--- src/rtl/branch_resolve_unit.sv ---
// Branch resolve unit: tracks in-flight fetch predictions in a FIFO, resolves them at execute,
// issues flush/redirect on mispredict and trains the predictor. Optional statistics: BRU_STATS_EN.
module branch_resolve_unit #(
  parameter int DATA_WIDTH = 32,
  parameter int DEPTH      = 4
) (
  input  logic                  clk,
  input  logic                  rst_n,
  input  logic                  PredValidF,
  input  logic [DATA_WIDTH-1:0] PredPCF,
  input  logic [DATA_WIDTH-1:0] PredTargetF,
  input  logic                  PredDirF,
  input  logic                  PredTakenF,
  input  logic                  BranchE,
  input  logic                  ZeroE,
  output logic                  flushBranch,
  output logic [DATA_WIDTH-1:0] PCRedirect,
  output logic                  PCRedirectSrc,
  output logic                  UpdateValid,
  output logic                  UpdateDir,
  output logic                  UpdateTaken,
  output logic                  QueueFull,
  output logic                  OrphanErr,
  output logic [15:0]           BranchCount,
  output logic [15:0]           MispredCount
);

  localparam int PW = (DEPTH > 1) ? $clog2(DEPTH) : 1;
  localparam int CW = PW + 1;
  localparam logic [CW-1:0] FULL_CNT = CW'(DEPTH);

  typedef enum logic {TRACK, FLUSH} state_t;

  state_t state, state_nx;

  logic [DATA_WIDTH-1:0] pc_q  [DEPTH];
  logic [DATA_WIDTH-1:0] tgt_q [DEPTH];
  logic [DEPTH-1:0]      dir_q;
  logic [DEPTH-1:0]      tkn_q;

  logic [PW-1:0] rptr, wptr;
  logic [CW-1:0] count;

  logic pop, push, mispred;
  logic [DATA_WIDTH-1:0] redirect_nx;

  assign pop       = BranchE && (count != '0);
  assign mispred   = pop && (tkn_q[rptr] != ZeroE);
  // A mispredict kills the whole queue, so a same-cycle push must not land.
  assign push      = PredValidF && (state == TRACK) && ((count != FULL_CNT) || pop) && !mispred;
  assign QueueFull = (count == FULL_CNT);
  assign redirect_nx = ZeroE ? tgt_q[rptr] : pc_q[rptr] + DATA_WIDTH'(4);

  always_comb begin
    state_nx = state;
    case (state)
      TRACK:   if (mispred) state_nx = FLUSH;
      FLUSH:   state_nx = TRACK;
      default: state_nx = TRACK;
    endcase
  end

  always_ff @(posedge clk or negedge rst_n) begin
    if (!rst_n) state <= TRACK;
    else        state <= state_nx;
  end

  // Entry storage carries no reset; pointers and count define validity.
  always_ff @(posedge clk) begin
    if (push) begin
      pc_q[wptr]  <= PredPCF;
      tgt_q[wptr] <= PredTargetF;
      dir_q[wptr] <= PredDirF;
      tkn_q[wptr] <= PredTakenF;
    end
  end

  always_ff @(posedge clk or negedge rst_n) begin
    if (!rst_n) begin
      rptr  <= '0;
      wptr  <= '0;
      count <= '0;
    end else if (mispred) begin
      rptr  <= '0;
      wptr  <= '0;
      count <= '0;
    end else begin
      if (push) wptr <= wptr + 1'b1;
      if (pop)  rptr <= rptr + 1'b1;
      case ({push, pop})
        2'b10:   count <= count + 1'b1;
        2'b01:   count <= count - 1'b1;
        default: count <= count;
      endcase
    end
  end

  always_ff @(posedge clk or negedge rst_n) begin
    if (!rst_n) begin
      flushBranch   <= 1'b0;
      PCRedirectSrc <= 1'b0;
      PCRedirect    <= '0;
      UpdateValid   <= 1'b0;
      UpdateDir     <= 1'b0;
      UpdateTaken   <= 1'b0;
      OrphanErr     <= 1'b0;
    end else begin
      flushBranch   <= mispred;
      PCRedirectSrc <= mispred;
      UpdateValid   <= pop;
      if (mispred) PCRedirect <= redirect_nx;
      if (pop) begin
        UpdateDir   <= dir_q[rptr];
        UpdateTaken <= ZeroE;
      end
      if (BranchE && (count == '0)) OrphanErr <= 1'b1;
    end
  end

`ifdef BRU_STATS_EN
  always_ff @(posedge clk or negedge rst_n) begin
    if (!rst_n) begin
      BranchCount  <= '0;
      MispredCount <= '0;
    end else begin
      if (pop && (BranchCount != '1))      BranchCount  <= BranchCount + 1'b1;
      if (mispred && (MispredCount != '1)) MispredCount <= MispredCount + 1'b1;
    end
  end
`else
  assign BranchCount  = '0;
  assign MispredCount = '0;
`endif

endmodule

--- config.mk ---
export PLATFORM = sky130hd
export DESIGN_NAME = branch_resolve_unit
export DESIGN_NICKNAME = d
export VERILOG_FILES = /design/src/rtl/branch_resolve_unit.sv
export SDC_FILE = /design/constraint.sdc
export NUM_CORES = 1
export LEC_CHECK = 0
export BUFFER_PORTS_ARGS = -buffer_cell sky130_fd_sc_hd__buf_2
export CAP_MARGIN = 20
export CORE_ASPECT_RATIO = 1.2
export CORE_MARGIN = 5
export CORE_UTILIZATION = 50
export DETAILED_ROUTE_END_ITERATION = 12
export PLACE_DENSITY = 0.7
export SYNTH_ARGS = -nofsm -noshare
export SYNTH_HDL_FRONTEND = slang
export SYNTH_SLANG_ARGS = --single-unit
--- constraint.sdc ---
create_clock -name clk -period 5.6 [get_ports clk]
set_input_delay 0.56 -clock clk [delete_from_list [all_inputs] [get_ports clk]]
set_output_delay 0.56 -clock clk [all_outputs]
set_load 0.01 [all_outputs]
==> results of run 1 <==
[path summary, 6_finish.rpt]
check                                    end  slack, ns  depth (start not counted)
worst min-delay path            tgt_q[3][24]       0.23                          1
worst max-delay path             pc_q[2][18]       1.60                          5
min in group asynchronous           count[0]       0.37                          2
worst min register to register         state       0.42                          1
max in group asynchronous            rptr[0]       4.76                          3
worst max register to register   pc_q[2][18]       1.60                          5
[worst reg2reg max path: stages, from the launching register on]
cell      delay (ns)
dfrtp_4         0.79
mux4_2          0.66
xnor2_1         0.24
nand2b_1        0.55
and3_2          0.70
buf_4           0.68
[final cells by class]
class	count	area [um^2]	area share, %
flip-flops and latches	309	9060	63.3
multi-input cells	345	3200	22.4
clock buffers	37	774	5.41
repair buffers	121	651	4.55
well taps	325	407	2.84
clock inverters	15	194	1.36
inverters	7	26.3	0.184
[per-stage QoR]
stage	cells	instance area [um^2]	total power, mW	hold WS, ns
floorplan	731	12800	4.71	0.264
global placement	1104	13300	5.26	0.414
detailed placement	1105	13300	5.33	0.418
CTS	1157	14300	7.30	0.210
global route	1159	14300	7.59	0.209
finish	1159	14300	7.23	0.228
[state kept, by name (all words and copies together), names as in the netlist, 2 cells and up]
| signal | count |
|---|---|
| tkn_q | 4 |
| rptr | 2 |
| pc_q | 128 |
| dir_q | 4 |
| PCRedirect | 32 |
| tgt_q | 128 |
| wptr | 2 |
| count | 3 |
[synth_stat cells (4+ instances only)]
cell type,count,share of area [%]
nand2b_1,4,0.20
nand4_1,10,0.49
o21ai_1,4,0.16
xor2_1,19,1.3
edfxtp_1,264,63
inv_1,5,0.15
nand2_1,31,0.92
mux2i_1,7,0.55
o21ai_0,20,0.79
mux4_1,17,3.5
nand3_1,14,0.55
ha_1,5,0.49
buf_4,34,2.0
clkbuf_1,12,0.36
nor2_1,30,0.89
and3_1,11,0.54
a21oi_1,29,1.1
and2_1,6,0.30
dfrtp_1,45,8.9
mux4_2,49,8.7
buf_2,11,0.44
buf_6,7,0.62
o22ai_1,15,0.74
xnor2_1,13,0.90
[power by group through the flow]
stage	sequential, mW	combinational [mW]	clock (mW)
3_3_place_gp	3.28	1.98	0
3_5_place_dp	3.32	2.01	0
2_1_floorplan	3.28	1.44	0
4_1_cts	3.27	2.02	2.00
5_1_grt	3.31	2.17	2.10
6_report	3.26	1.99	1.97
[cells by family after synthesis]
| family | count (synthesis) |
|---|---|
| other | 1 |
| DFF | 309 |
| AOI/OAI and AO/OA | 76 |
| and+or+nand+nor | 126 |
| adders and majority gates | 6 |
| muxes | 73 |
| xor gates and xnor gates | 32 |
| buffers and inverters | 77 |
[layer usage]
metal | vias to the layer above | wire length, um
met2 | 226 | 13100
met4 | 0 | 512
met1 | 3366 | 10200
met3 | 36 | 1630
met5 | - | 0
li1 | 2924 | -
==> flow_metrics.tcl, run 1 <==
set metrics [dict create \
    status "finished clean" \
    cp_slowest_stage_delay_ns 0.79 \
    io_buffers 109 \
    hpwlAfterDp_mm 16.9 \
    num_rows 63 \
    fmax_ghz 0.250 \
    start_util_pct 51.0 \
    synth_fa_ha_area_share_pct 0.653 \
    synth_simple_gate_area_share_pct 5.13 \
    layout-drive-gt1-share_pct 28.3 \
    die_w_um 155 \
    dieArea_um2 28600 \
    num_io_pins 142 \
    antenna_cells 0 \
    min-delay-start "PredTargetF[24]" \
    hp-class "input pin to flip-flop" \
    sw_frac_of_total_pct 30.4 \
    clk_latency_ns 0.55 \
    dr.pass1.iters 5 \
    grt_max_degree 48 \
    met2_usage_pct 31.1 \
    layout_commonest_cell "edfxtp_1" \
    cts_hold_buf 0 \
    numCtsBuffers 28 \
    antenna_left 0 \
    async_reset_ff_share_pct 14.6 \
    use_met1_pct 23.2 \
    cts-resized-gates 0 \
    design.core.area_um2 24800 \
    synth_flop_cell "edfxtp_1" \
    utilization_pct 57.6 \
    setup_ws_ns 1.60 \
    setup_viol 0 \
    synth_cell_types 50 \
    gr-usage-met3_pct 3.10 \
    p_int_mw 5.03 \
    slew_headroom_pct 46.3 \
    drv_cap 0 \
    drt-initial-drc-count 485 \
    p_per_area_nw_per_um2 505 \
    htree_levels 1 \
    cp-end-kind "flip-flop" \
    post_cts.repair.setup_buffers 0 \
    synth_top_family_by_area "multiplexers" \
    syn-cell-area_um2 12700 \
    switching_power_mw 2.20 \
    drv_slew 0 \
    crit_slowest_cell "dfrtp_4" \
    synth_compound_area_share_pct 3.49 \
    crit_required_ns 5.77 \
    fillCellCount 1823 \
    grt_pass1_vias 6790 \
    pwr-share-clk_pct 27.2 \
    sequentialPowerShare_pct 45.2 \
    syn_to_final_growth_pct 13.1 \
    cp_top_family "simple AND/OR/NAND/NOR gates" \
    cts.sinks 309 \
    vias 6552 \
    arrival_ns 4.17 \
    clock_tree.root_cell "clkbuf_16" \
    clk_pin_slew_worst_paths_ns 0.07 \
    synth_seq_cells 309 \
    path_max_fanout 45 \
    path_buf_inv 1 \
    synth_mux_area_share_pct 12.8 \
    fin_skew_ns 0.00926 \
    start_kind "flip-flop" \
    gp_congestion 0.787 \
    tightest_slew_ns 0.804 \
    final_cell_mix "edfxtp_1, buf_2, mux4_2, dfrtp_1, conb_1" \
    grt_antenna_before_repair 0 \
    combPwrFrac_pct 27.6 \
    syn_inst 700 \
    synth_edf_count 264 \
    synth_xor_area_share_pct 2.21 \
    routed_wl_mm 25.5 \
    grt_overflow_total 0 \
    ir_drop_mv 0.286 \
    synth_warnings 0 \
    crit_path_start "rptr[0]" \
    worstPathCellList "mux4_2 -> xnor2_1 -> nand2b_1 -> and3_2 -> buf_4" \
    period_share_pct 71.4 \
    dieHeight_um 184 \
    r2r-start "rptr[0]" \
    avgSynthCellArea_um2 18.1 \
    finalHoldViolCount 0 \
    path_class "flip-flop to flip-flop" \
    p_leak_nw 5.03 \
    clockBufferDepth 3 \
    drcViolationCount 0 \
    post_drt_wl_per_cell_um 22.0 \
    setup_tns_ns 0 \
    period_minus_slack_ns 4.00 \
    fin_nets 889 \
    rsz0062_at_grt "no" \
    grt_usage_pct 17.7 \
    grt_pass1_wl_mm 39.2 \
    top_usage_layer "met2" \
    dp_slack_ns 1.56 \
    yosysSeqAreaShare_pct 71.5 \
    tritoncts "done" \
    post_drt_via_cell_ratio 5.65 \
]
(Power assumes the default switching activity.)
==> run 2, diff against run 1 <==
Settings changed: ABC_AREA from default to 1, PLACE_DENSITY 0.7 to 0.72.
Clock period 5.6 ns to 3.4 ns, I/O delays scaled along.
==> flow_metrics.tcl, run 2 <==
set metrics [dict create \
    synth_seq_cells 309 \
    drt-initial-drc-count 746 \
    ir_drop_mv 0.492 \
    die_w_um 162 \
    layout_commonest_cell "nand2_1" \
    clock_tree.root_cell "clkbuf_16" \
    num_io_pins 142 \
    tightest_slew_ns 0.792 \
    post-synth-top-area-fraction_pct 57.4 \
    post_drt_wl_per_cell_um 18.5 \
    p_leak_nw 6.40 \
    gp_congestion 0.874 \
    start_kind "flip-flop" \
    start_util_pct 50.8 \
    finalHoldViolCount 0 \
    arrival_ns 3.31 \
    rr_worst_depth 12 \
    clk_latency_ns 0.57 \
    cp-end-kind "flip-flop" \
    status "finished clean" \
    vias 9828 \
    tritoncts "done" \
    synth_most_common_cell "nand2_1" \
    drv_slew 0 \
    synth_area_leaders "edfxtp_1, nand2_1, dfrtp_1" \
    synth_cell_types 46 \
    period_minus_slack_ns 2.81 \
    synth_flop_cell "edfxtp_1" \
    r2r-end "PCRedirect[30]" \
    antenna_cells 0 \
    setup_ws_ns 0.585 \
    clk_pin_slew_worst_paths_ns 0.07 \
    syn-cell-area_um2 13800 \
    cp_top_family "simple AND/OR/NAND/NOR gates" \
    dr.pass1.iters 5 \
    post_drt_via_cell_ratio 5.43 \
    synth.top_cells.by_count "nand2_1, edfxtp_1, nor2_1" \
    period_share_pct 82.8 \
    worst_path_most_repeated_cell "nand2_1" \
    path_buf_inv 2 \
    setup_viol 0 \
    design_area_um2 16000 \
    avgSynthCellArea_um2 10.7 \
    path_max_fanout 47 \
    yosysSeqAreaShare_pct 65.6 \
    syn_to_final_growth_pct 16.1 \
    fmax_ghz 0.355 \
    whs_path_depth 1 \
    syn_inst 1288 \
    placedInstanceArea_um2 14500 \
    crit_required_ns 3.90 \
    cts.sinks 309 \
    reg_top3 "pc_q x128, tgt_q x128, PCRedirect x32" \
    grt_pass1_wl_mm 51.6 \
    p_per_area_nw_per_um2 855 \
    synth_edf_count 264 \
    io_buffers 109 \
    final_cell_mix "nand2_1, edfxtp_1, nor2_1, buf_2, nand3_1" \
    hpwlAfterDp_mm 21.3 \
    hp-class "input pin to flip-flop" \
    layout-drive-gt1-share_pct 15.2 \
    cp_slowest_stage_delay_ns 0.65 \
    htree_levels 1 \
    antenna_left 0 \
    drcViolationCount 0 \
    routed_wl_mm 33.4 \
    clockBufferDepth 3 \
    ff2ff_setup_slack_ns 0.59 \
    numCtsBuffers 31 \
    grt_usage_pct 21.1 \
    worstPathCellList "inv_6 -> buf_4 -> nand2_1 -> nand3_1 -> nand2_1 -> nor2_1 -> nand2_1 -> nor2_1 -> nand3_1 -> nand2_1 -> nand3_1 -> a21oi_1" \
    drv_cap 0 \
    fin_skew_ns 0.0146 \
    post_cts.repair.setup_buffers 0 \
    hold_end "tgt_q[1][6]" \
    synth_warnings 0 \
    fin_nets 1522 \
    min-delay-start "PredTargetF[6]" \
    grt_antenna_before_repair 0 \
    grt_overflow_total 0 \
    async_reset_ff_share_pct 14.6 \
    design.core.area_um2 27200 \
    num_rows 66 \
    netlist.top_cell.by_area "edfxtp_1" \
    path_class "flip-flop to flip-flop" \
    slew_headroom_pct 47.2 \
    dieHeight_um 192 \
    r2r-start "rptr[0]" \
    setup_tns_ns 0 \
    grt_pass1_vias 9524 \
    dieArea_um2 31000 \
    rsz0062_at_grt "no" \
    crit_slowest_cell "dfrtp_4" \
    dp_slack_ns 0.643 \
    grt_max_degree 92 \
]
-- run 2: worst max-delay path by stage --
stage,endpoint,depth (start not counted),start,slack [ns]
final,PCRedirect[30],12,rptr[0],0.59
after global routing,PCRedirect[27],14,rptr[0],0.28
after CTS,PCRedirect[30],12,rptr[0],0.61
after detailed placement,PCRedirect[30],12,rptr[0],0.64
after global placement,PCRedirect[13],9,rptr[0],0.70
after floorplan,dir_q[0],9,rptr[0],-0.98
-- run 2: report_power, final --
| part | total, mW | switching (mW) | internal (mW) |
|---|---|---|---|
| Clock | 3.25 | 1.40 | 1.85 |
| Combinational | 5.10 | 3.53 | 1.57 |
| Sequential | 5.36 | 0.409 | 4.95 |
-- run 2: timing repair --
item | in CTS | in global routing
hold buffers | 58 | 2
gates resized for setup | 0 | 0
setup endpoints to repair | 0 | 0
endpoints found under the hold margin | 240 | 8
-- run 2: cells by family after synthesis --
| family | count (synthesis) | share of synthesized area (%) |
|---|---|---|
| AOI/OAI and AO/OA | 169 | 7.41 |
| xor gates and xnor gates | 11 | 0.698 |
| adders and majority gates | 6 | 0.598 |
| buffers and inverters | 145 | 5.98 |
| DFF | 309 | 65.6 |
| muxes | 4 | 0.290 |
| other | 1 | 0.0272 |
| and+or+nand+nor | 643 | 19.4 |
-- run 2: stage by stage --
| step | utilization, % | cells | total power [mW] | hold WS (ns) |
|---|---|---|---|---|
| finish | 59.0 | 1809 | 13.7 | 0.0256 |
| global route | 59.0 | 1809 | 14.6 | 0.00377 |
| CTS | 58.9 | 1807 | 13.8 | 0.000333 |
| detailed placement | 53.2 | 1692 | 10.5 | 0.287 |
| global placement | 53.2 | 1692 | 10.3 | 0.280 |
| floorplan | - | 1319 | 9.00 | 0.0444 |
-- run 2: metal layers --
layer / part of all wire, % / GRT usage, % / wire, um
met1: 41 / 27.5 / 13700
met2: 50 / 37.2 / 16800
met3: 6.1 / 2.68 / 2040
met4: 2.7 / 6.57 / 890
met5: 0 / 0 / 0
-- run 2: layout make-up --
class	count	area, um^2
Clock buffer	45	868
Clock inverter	12	108
Fill cell	2189	11100
Inverter	49	189
Multi-Input combinational cell	865	4070
Sequential cell	309	9060
Tap cell	340	425
Timing Repair Buffer	189	1310
==> run 3, diff against run 2 <==
Settings changed: PLACE_DENSITY 0.72 to 0.69.
Clock period 3.4 ns to 2.9 ns, I/O delays scaled along.
==> flow_metrics.tcl, run 3 (synthesis gave the netlist of run 2 again) <==
set metrics [dict create \
    status "finished clean" \
    setup_viol 0 \
    cp-end-kind "flip-flop" \
    tritoncts "done" \
    min-delay-start "PredValidF" \
    drcViolationCount 0 \
    grt_max_degree 92 \
    post_drt_via_cell_ratio 5.41 \
    fin_nets 1532 \
    htree_levels 1 \
    hpwlAfterDp_mm 21.9 \
    grt_pass1_vias 9741 \
    tightest_slew_ns 0.810 \
    arrival_ns 3.12 \
    finalHoldViolCount 0 \
    ir_drop_mv 0.621 \
    clockBufferDepth 3 \
    start_kind "flip-flop" \
    dr.pass1.iters 6 \
    drv_cap 0 \
    path_class "flip-flop to flip-flop" \
    crit_slowest_cell "dfrtp_4" \
    rsz0062_at_grt "no" \
    grt_pass1_wl_mm 53.4 \
    path_buf_inv 1 \
    io_buffers 109 \
    cts.sinks 309 \
    fillCellCount 2190 \
    num_rows 66 \
    numCtsBuffers 30 \
    dpl.cell_count 1695 \
    start_util_pct 50.8 \
    fin_skew_ns 0.0134 \
    cp_top_family "simple AND/OR/NAND/NOR gates" \
    worst_path_most_repeated_cell "nand2_1" \
    final_cell_mix "nand2_1, edfxtp_1, nor2_1, buf_2, nand3_1" \
    ff2ff_setup_slack_ns 0.26 \
    grt_overflow_total 0 \
    r2r-end "PCRedirect[14]" \
    antenna_left 0 \
    layout-drive-gt1-share_pct 15.2 \
    r2r-start "rptr[0]" \
    p_leak_nw 6.45 \
    final_cells 1817 \
    syn_to_final_growth_pct 17.1 \
    cts-resized-gates 0 \
    antenna_cells 0 \
    routed_wl_mm 34.0 \
    post_drt_wl_per_cell_um 18.7 \
    reg_top3 "pc_q x128, tgt_q x128, PCRedirect x32" \
    cp.depth 10 \
    clk_latency_ns 0.57 \
    period_share_pct 90.9 \
    drv_slew 0 \
    layout_commonest_cell "nand2_1" \
    num_io_pins 142 \
    design_area_um2 16200 \
    slew_headroom_pct 46.0 \
    fmax_ghz 0.379 \
    dieHeight_um 192 \
    design.core.area_um2 27200 \
    crit_required_ns 3.39 \
    worstPathCellList "buf_4 -> nand2_1 -> nand3_1 -> nand2_1 -> nor2_1 -> nand3_2 -> nor2_8 -> xor2_1 -> nand2_1 -> a21boi_1" \
    p_per_area_nw_per_um2 999 \
    drt-initial-drc-count 835 \
    clock_tree.root_cell "clkbuf_16" \
    placedInstanceArea_um2 14500 \
    path_max_fanout 51 \
    grt_antenna_before_repair 0 \
    hp-class "input pin to flip-flop" \
    period_minus_slack_ns 2.64 \
    hold_end "wptr[0]" \
    rr_worst_depth 10 \
    grt_usage_pct 21.9 \
    dieArea_um2 31000 \
    vias 9824 \
    cp_slowest_stage_delay_ns 0.50 \
    die_w_um 162 \
    clk_pin_slew_worst_paths_ns 0.07 \
    gp_congestion 0.914 \
    whs_path_depth 4 \
]
==> run 3: worst max path at each step <==
| stage | from | to |
|---|---|---|
| after floorplan | rptr[0] | dir_q[0] |
| after global placement | rptr[1] | PCRedirect[14] |
| after detailed placement | rptr[0] | PCRedirect[14] |
| after CTS | rptr[0] | PCRedirect[14] |
| after global routing | rptr[0] | PCRedirect[14] |
| final | rptr[0] | PCRedirect[14] |
==> run 3: worst register-to-register path: stages (launching register included) <==
cell and delay [ns]:
dfrtp_4 0.50, buf_4 0.46, nand2_1 0.15, nand3_1 0.12, nand2_1 0.10, nor2_1 0.25, nand3_2 0.19, nor2_8 0.19
xor2_1 0.32, nand2_1 0.10, a21boi_1 0.18
==> run 3: per-stage QoR <==
step	power [mW]	hold slack [ns]	worst slack [ns]	util [%]	TNS (ns)
4_1_cts	16.2	0.138	0.253	59.5	0
5_1_grt	17.2	0.175	0.0179	59.5	0
2_1_floorplan	10.5	-0.00559	-0.399	-	-105.31
3_5_place_dp	12.4	0.419	0.291	53.5	0
6_report	16.2	0.153	0.264	59.5	0
3_3_place_gp	12.2	0.407	0.375	53.5	0
==> run 3: power by group <==
group,switching [mW],internal [mW]
sequential,0.423,5.80
clock,1.62,2.17
combinational,4.22,1.92
total,6.27,9.89
==> run 3: what timing repair did <==
item,CTS,global route
hold buffers,68,0
hold endpoints to repair,298,0
endpoints found under the setup margin,0,0
buffers inserted,0,0
==> run 3: final cells by class <==
| type | count | area, um^2 | share of cell area, % |
|---|---|---|---|
| flip-flops and latches | 309 | 9060 | 56.0 |
| repair buffers | 200 | 1460 | 9.04 |
| clock inverters | 16 | 176 | 1.09 |
| multi-input cells | 865 | 4070 | 25.2 |
| inverters | 49 | 189 | 1.17 |
| well taps | 340 | 425 | 2.63 |
| clock buffers | 38 | 781 | 4.83 |
==> run 3: layer usage <==
metal	track usage (%)	vias to the layer above	share of wire (%)
met5	0	-	0
met4	5.99	0	2.0
met3	3.24	51	7.1
met2	38.1	371	50
met1	29.1	4717	41
li1	-	4685	-
